### src/rtl/gray_conv_sched.sv
// Round-robin scheduler sharing one bit-serial Gray-to-binary engine among 1<<IDW requesters.
// A granted code is converted MSB-first, one bit per clock, and returned with its requester ID.
module gray_conv_sched #(
    parameter int W   = 3,
    parameter int IDW = 2
) (
    input  logic                      clk,
    input  logic                      rst_n,
    input  logic [(1<<IDW)-1:0]       req_valid,
    input  logic [(1<<IDW)*W-1:0]     req_gray,
    output logic [(1<<IDW)-1:0]       req_ready,
    output logic                      rsp_valid,
    input  logic                      rsp_ready,
    output logic [IDW-1:0]            rsp_id,
    output logic [W-1:0]              rsp_bin,
    output logic                      busy
);
    localparam int N  = 1 << IDW;
    localparam int IW = (W > 1) ? $clog2(W) : 1;

    localparam logic [1:0] S_IDLE = 2'd0;
    localparam logic [1:0] S_CONV = 2'd1;
    localparam logic [1:0] S_DONE = 2'd2;

    logic [1:0]     r_state;
    logic [IDW-1:0] r_last;
    logic [IDW-1:0] r_id;
    logic [W-1:0]   r_bin;
    logic [W-1:0]   r_sr;
    logic [IW-1:0]  r_idx;
    logic           r_prev;
    logic           r_valid;

    logic           w_found;
    logic [IDW-1:0] w_gnt;
    logic [IDW-1:0] w_cand;
    logic           w_accept;
    logic           w_bit;
    logic [W-1:0]   w_gray_sel;

    // Search starts one past the last grant; the IDW-bit add wraps modulo N.
    always_comb begin
        w_found = 1'b0;
        w_gnt   = '0;
        w_cand  = '0;
        for (int k = 1; k <= N; k++) begin
            w_cand = r_last + IDW'(k);
            if (!w_found && req_valid[w_cand]) begin
                w_found = 1'b1;
                w_gnt   = w_cand;
            end
        end
    end

    assign w_accept   = (r_state == S_IDLE) && w_found;
    assign w_gray_sel = req_gray[w_gnt*W +: W];
    assign req_ready  = (w_accept && rst_n) ? (N'(1) << w_gnt) : '0;

    // Each binary bit is the previous (higher) binary bit XOR the current Gray bit.
    assign w_bit = r_sr[W-1] ^ r_prev;

    always_ff @(posedge clk or negedge rst_n) begin
        if (!rst_n) begin
            r_state <= S_IDLE;
            r_last  <= IDW'(N - 1);
            r_id    <= '0;
            r_bin   <= '0;
            r_idx   <= '0;
            r_prev  <= 1'b0;
            r_valid <= 1'b0;
        end else begin
            case (r_state)
                S_IDLE: begin
                    if (w_accept) begin
                        r_id    <= w_gnt;
                        r_last  <= w_gnt;
                        r_idx   <= IW'(W - 1);
                        r_bin   <= '0;
                        r_prev  <= 1'b0;
                        r_state <= S_CONV;
                    end
                end
                S_CONV: begin
                    r_bin[r_idx] <= w_bit;
                    r_prev       <= w_bit;
                    if (r_idx == '0) begin
                        r_valid <= 1'b1;
                        r_state <= S_DONE;
                    end else begin
                        r_idx <= r_idx - 1'b1;
                    end
                end
                S_DONE: begin
                    if (rsp_ready) begin
                        r_valid <= 1'b0;
                        r_state <= S_IDLE;
                    end
                end
                default: r_state <= S_IDLE;
            endcase
        end
    end

    // Shift register holds payload only; its contents are irrelevant until the next accept.
    always_ff @(posedge clk) begin
        if (w_accept) begin
            r_sr <= w_gray_sel;
        end else if (r_state == S_CONV) begin
            r_sr <= r_sr << 1;
        end
    end

    assign rsp_valid = r_valid;
    assign rsp_id    = r_id;
    assign rsp_bin   = r_bin;
    assign busy      = (r_state != S_IDLE);

endmodule

### config.mk
export PLATFORM = sky130hd
export DESIGN_NAME = gray_conv_sched
export DESIGN_NICKNAME = d
export VERILOG_FILES = /design/src/rtl/gray_conv_sched.sv
export SDC_FILE = /design/constraint.sdc
export NUM_CORES = 1
export LEC_CHECK = 0
export CAP_MARGIN = 10
export CORE_MARGIN = 5
export CORE_UTILIZATION = 49
export CTS_CLUSTER_SIZE = 8
export DETAILED_ROUTE_END_ITERATION = 12
export PLACE_DENSITY = 0.84
export SLEW_MARGIN = 20
export SYNTH_ARGS = -nofsm -noshare
export SYNTH_HDL_FRONTEND = slang
export SYNTH_SLANG_ARGS = --single-unit
### constraint.sdc
create_clock -name clk -period 3.8 [get_ports clk]
set_input_delay 0.76 -clock clk [delete_from_list [all_inputs] [get_ports clk]]
set_output_delay 0.76 -clock clk [all_outputs]
set_load 0.03 [all_outputs]
# Yosys cells after proc, flatten, opt, wreduce, memory -nomap -nowiden
# Index checks and enable logic that the tools add are counted.
# W data, S select, Z words.
totals:
  ff_bits: 16
  out_inout_bits: 11
classes:
  add_sub_neg: 4
  mul: 1
  magnitude_cmp: 6
  eq_ne: 6
  shifts: 2
  n_mux: 36
  bitwise: 1
  reduce_logical: 20
ops:
  columns: ["operator", "count"]
  rows:
  - ["$mux W2", 9]
  - ["$lt A2 B3 Y1 const B", 5]
  - ["$mux W1", 12]
  - ["$shiftx A12 B5 Y3", 1]
  - ["$mux W3", 3]
  - ["$reduce_and A3 Y1", 3]
  - ["$bmux W1 S2", 4]
  - ["$ne A2 B2 Y1 const B", 4]
  - ["$reduce_bool A2 Y1", 4]
  - ["$logic_and A1 B1 Y1", 6]
  - ["$pmux W2 S3", 1]
  - ["$pmux W3 S2", 1]
  - ["$add A2 B2 Y2 const B", 2]
  - ["$logic_not A2 Y1", 2]
  - ["$mul A2 B2 Y4 const B", 1]
  - ["$mux W4", 1]
  - ["$pmux W1 S2", 2]
  - ["$pmux W2 S2", 1]
  - ["$reduce_and A2 Y1", 2]
  - ["$shl A1 B2 Y4 const A", 1]
  - ["$bwmux W3", 1]
  - ["$logic_not A1 Y1", 3]
  - ["$add A2 B1 Y2 const B", 1]
  - ["$demux W1 S2", 1]
  - ["other kinds (5)", 5]

# Depth between registers and ports, before layout
# Gate-level depths: netlist (run 1).
logic_depth:
  ltp_word: 16
  mapped_depth: 6
  ltp_nobuf: 5

# Worst setup path before layout (run 1)
# No wires, ideal clock.
synth_path:
  path_kind: "input port to output port"
  startpoint: "input port req_valid[3]"
  endpoint: "output port req_ready[1]"
  arrival_time_ps: 1908
  required_ps: 3040
  slack_ps: 1132
  cell_stages: 4
  path_buffers: 0
  path_cell_list: "nor2b_4 -> o311a_1 -> nand3b_1 -> a21oi_1"
synth_between:
  elab_chain_cells: 15
  word_cells_on_any_way: 26
  cone_classes: "shift: 1; mux: 17; reduce/logical: 8"
synth_lines:
  columns: ["element", "line", "text"]
  rows:
  - ["from (decl)", "9", "input logic [(1<<IDW)-1:0] req_valid,"]
  - ["$bmux W1 S2", "48", "if (!w_found && req_valid[w_cand]) begin"]
  - ["$mux W1 (implied by the code)", "48", null]
  - ["$mux W1", "48", null]
  - ["$logic_not A1 Y1", "48", null]
  - ["$logic_and A1 B1 Y1", "48", null]
  - ["$mux W1", "48", null]
  - ["$logic_not A1 Y1", "48", null]
  - ["$logic_and A1 B1 Y1", "48", null]
  - ["$mux W1", "48", null]
  - ["$logic_not A1 Y1", "48", null]
  - ["$logic_and A1 B1 Y1", "48", null]
  - ["$mux W1", "48", null]
  - ["$logic_and A1 B1 Y1", "55", "assign w_accept = (r_state == S_IDLE) && w_found;"]
  - ["$logic_and A1 B1 Y1", "57", "assign req_ready = (w_accept && rst_n) ? (N'(1) << w_gnt) : '0;"]
  - ["$mux W4 (*)", "57", null]
  - ["to (decl)", "11", "output logic [(1<<IDW)-1:0] req_ready,"]
# Every way passes the cells marked *; elsewhere a longest branch is shown, timed or not. The select of a mux whose other input is x is not followed.

# Worst setup path in the final report (run 1)
layout_path:
  startpoint: "input port req_valid[1]"
  endpoint: "output port req_ready[1]"
# Same word-level chain as after synthesis.

==> results of run 1 <==
-- worst max-delay path, cell delays in order --
cell and delay, ps:
clkdlybuf4s50_1 560, or3b_1 370, o311a_1 160, nand3b_1 190, a21oi_1 130, clkdlybuf4s50_1 680
-- sequential cells by signal (all words and copies together), names as in the netlist --
name and flops:
r_sr 3, rsp_id 2, rsp_bin 3, r_prev 1
r_idx 2, rsp_valid 1, r_state 2, r_last 2
-- per-stage QoR --
| step | worst slack, ps | cells | instance area (um2) |
|---|---|---|---|
| after floorplan | 1130 | 103 | 976 |
| after global placement | 243 | 160 | 1300 |
| after detailed placement | 195 | 160 | 1300 |
| after CTS | 179 | 164 | 1330 |
| after global routing | 61.7 | 164 | 1330 |
| final | 182 | 164 | 1330 |
-- cell usage in the layout (no fill, tap or decap), types with 2 or more instances in the layout --
| cell | Yosys | final |
|---|---|---|
| clkdlybuf4s50_1 | 0 | 29 |
| nand2_1 | 12 | 12 |
| dfrtp_1 | 11 | 11 |
| o21ai_0 | 10 | 10 |
| nor2_1 | 9 | 9 |
| inv_1 | 6 | 6 |
| nand3_1 | 5 | 5 |
| mux2i_1 | 4 | 4 |
| a21oi_1 | 4 | 4 |
| nor2b_1 | 3 | 3 |
| a31oi_1 | 3 | 3 |
| ha_1 | 3 | 3 |
| clkbuf_4 | 0 | 3 |
| buf_4 | 0 | 3 |
| edfxtp_1 | 3 | 3 |
| or2_2 | 2 | 2 |
| o21ai_2 | 2 | 2 |
| a211oi_1 | 2 | 2 |
| a21o_1 | 2 | 2 |
| dfstp_2 | 2 | 2 |
-- cell families (layout without fill, tap and decap cells) --
group	count (synthesis)	in the layout
flops	16	16
compound gates	30	30
simple gates	41	41
xor+xnor	1	1
fa+ha+maj	3	3
mux	4	4
buf+inv	8	42
-- power by group through the flow --
stage	clock, mW	sequential (mW)	combinational, mW
after floorplan	0	0.376	0.350
after global placement	0	0.331	0.545
after detailed placement	0	0.336	0.563
after CTS	0.0929	0.334	0.570
after global routing	0.0994	0.345	0.627
final	0.0918	0.334	0.563
-- how the worst max path moves through the flow --
stage | start | end | slack [ps]
detailed placement | req_valid[1] | req_ready[1] | 200
global route | req_valid[1] | req_ready[1] | 60
CTS | req_valid[1] | req_ready[1] | 180
floorplan | req_valid[3] | req_ready[1] | 1130
finish | req_valid[1] | req_ready[1] | 180
global placement | req_valid[1] | req_ready[1] | 240
-- layer usage --
layer  up-vias  routed length, um
li1        433                  -
met1       418                957
met2        22               1190
met3         5                153
met4         0                 34
met5         -                  0
-- area by class of cell --
| type | count | area, um2 |
|---|---|---|
| clock buffer | 4 | 26.3 |
| fill | 162 | 596 |
| inverter | 6 | 22.5 |
| multi-input combinational | 79 | 513 |
| sequential | 16 | 418 |
| tap | 27 | 33.8 |
| timing repair buffer | 32 | 313 |
==> summary.txt, run 1 <==
Die
  – Total I/O pin count: 30
  – Initial Utilization: 0.508
  – Die H: around 55 um
  – FP Rows: 16
  – Core area: 1920 um2
  – Die Wd: between 50 and 60 um
  – Die Area: ~3000 um2

Synthesis
  – Avg Synthesized Cell Area: approximately 9.5 um2
  – Xor/xnor cell area share of the yosys netlist: 0.00897
  – Cells after Synth: 103
  – Ys flop type: dfrtp_1
  – Compound-Gate Fraction of Synth Area: 0.203
  – Dominant cell by count in the synthesized netlist: nand2_1
  – FFs w/ async S/R, synth: 0.813
  – Share of the synthesized area in the top cell type: 0.282
  – Largest family of logic cells by synthesized area: simple AND/OR/NAND/NOR gates
  – Main area contributors after synthesis: dfrtp_1, edfxtp_1, dfstp_2, o21ai_0, nand2_1
  – Warnings from Yosys: 0
  – Post-synthesis sequential area ratio: 0.428
  – Mux share of post-synthesis cell area: 0.0410
  – Number of synthesized flops with an enable pin: 3
  – Yosys cell types: 36
  – Synth Area in Simple Gates: 0.235
  – Mapped Area: between 900 and 1000 um2
  – Cell accounting for the most synthesized area: dfrtp_1
  – Post-synth top cells: nand2_1, dfrtp_1, o21ai_0
  – FF+latch count, synth: 16
  – Synthesized Nets: ~130
  – Adder-Cell Fraction of Synth Area: 0.0385

Power
  – Switching share of power: 0.442
  – Comb power frac: 0.570
  – Peak VDD IR: about 530 uV
  – Sequential power share: 0.337
  – Clock power frac: 0.093
  – Tot Pwr: about 990 uW
  – Lkg Pwr: around 0.57 nW
  – Internal power: 552 uW
  – Total power per unit cell area: about 750 nW/um2
  – NetSw: about 440 uW

Timing
  – Hold WS: 479 ps
  – Worst slew pin tran: 544 ps
  – RSZ-0062 raised after global routing: false
  – Layout Skew: 2.52 ps
  – Pins over their slew limit: 0
  – Period utilisation layout: 0.952
  – # setup viols final: 0
  – Relative slew slack: 0.635
  – Final worst path period need: ~3600 ps
  – Fin Setup TNS: 0 ps
  – Fmax: 276 MHz
  – Final Hold Viols: 0

Clock network
  – Post-cts sizing count: 0
  – Num Clock Sinks: 16
  – Clk slew on worst S/H paths: 80 ps
  – CTS Buf Count: 3
  – H-tree Lvls: 1
  – Post-CTS Setup Bufs: 0
  – Clock Latency Late Sink: 280 ps
  – CTS Hold Buffers Added: 0
  – Root Driver: clkbuf_4
  – CTS Buffer Depth: 2
  – CTS tree: built

Global routing
  – Gr ovfl total: 0
  – Met3 Usage GRT: 0.0381
  – Met2 GRT Util: 0.319
  – Met1 Use GR: 0.201
  – GR peak layer: met2
  – Largest net degree at the start of global routing: 14
  – First-pass GRT wire length: between 3000 and 4000 um
  – Gr usage total: 0.178
  – Number of global-route vias before repair: 908
  – Initial antenna violation count: 0

Run status
  – Outcome: finished, final reports clean

Place
  – PortBufs: 29
  – Gpl congestion: between 0.7 and 0.8
  – DP Wirelength: 1890 um

Worst setup path
  – Worst Setup End Kind: output port
  – Kind of critical path: input pin to output port
  – Critical Path AT: about 2900 ps
  – Critical Path RT: around 3000 ps
  – Worst r2r src: r_last[0]$_DFFE_PN1P_
  – Slack of the worst reg-to-reg path: between 2000 and 2500 ps
  – Crit path max fanout: 6
  – RR Endpoint: r_sr[1]$_DFFE_PP_
  – FF-to-FF path depth: 5
  – CP Launch Type: input pin

Detailed routing
  – Initial DRT Pass Iterations: 4
  – Iteration-0 DRC Markers: 14
  – Drt wl/cell: 14.3 um
  – Final WL: about 2300 um
  – Via/cell ratio: approximately 5.4
  – Via count: approximately 880
  – Post-route ant nets: 0
  – Drt drc: 0

Worst hold path
  – Hold path depth: 2
  – Worst Hold Launch: rsp_id[1]$_DFFE_PN0P_
  – Hold WC Path Type: register to register
  – Hold path endpoint: rsp_id[1]$_DFFE_PN0P_

Finish
  – Post-layout util: 0.690
  – N_diodes: 0
  – Share of layout cells above drive strength 1: 0.146
  – Layout area overhead: 35.9%
  – Final #Nets: 160

Job
  – Maxcap violations: 0
Note: power is estimated with default switching activity, not from simulation.
==> run 2: changes to the inputs <==
--- a/config.mk
+++ b/config.mk
@@ -11,7 +11,6 @@
 export CTS_CLUSTER_SIZE = 8
 export DETAILED_ROUTE_END_ITERATION = 12
 export PLACE_DENSITY = 0.84
-export SLEW_MARGIN = 20
 export SYNTH_ARGS = -nofsm -noshare
 export SYNTH_HDL_FRONTEND = slang
 export SYNTH_SLANG_ARGS = --single-unit
==> results of run 2 <==
The final DEF is identical to that of run 1; final timing and power are the same.
==> run 3: changes to the inputs <==
--- a/config.mk
+++ b/config.mk
@@ -5,7 +5,7 @@
 export SDC_FILE = /design/constraint.sdc
 export NUM_CORES = 1
 export LEC_CHECK = 0
-export CAP_MARGIN = 10
+export CAP_MARGIN = 20
 export CORE_MARGIN = 5
 export CORE_UTILIZATION = 49
 export CTS_CLUSTER_SIZE = 8
==> results of run 3 <==
The final DEF is identical to that of run 1; final timing and power are the same.
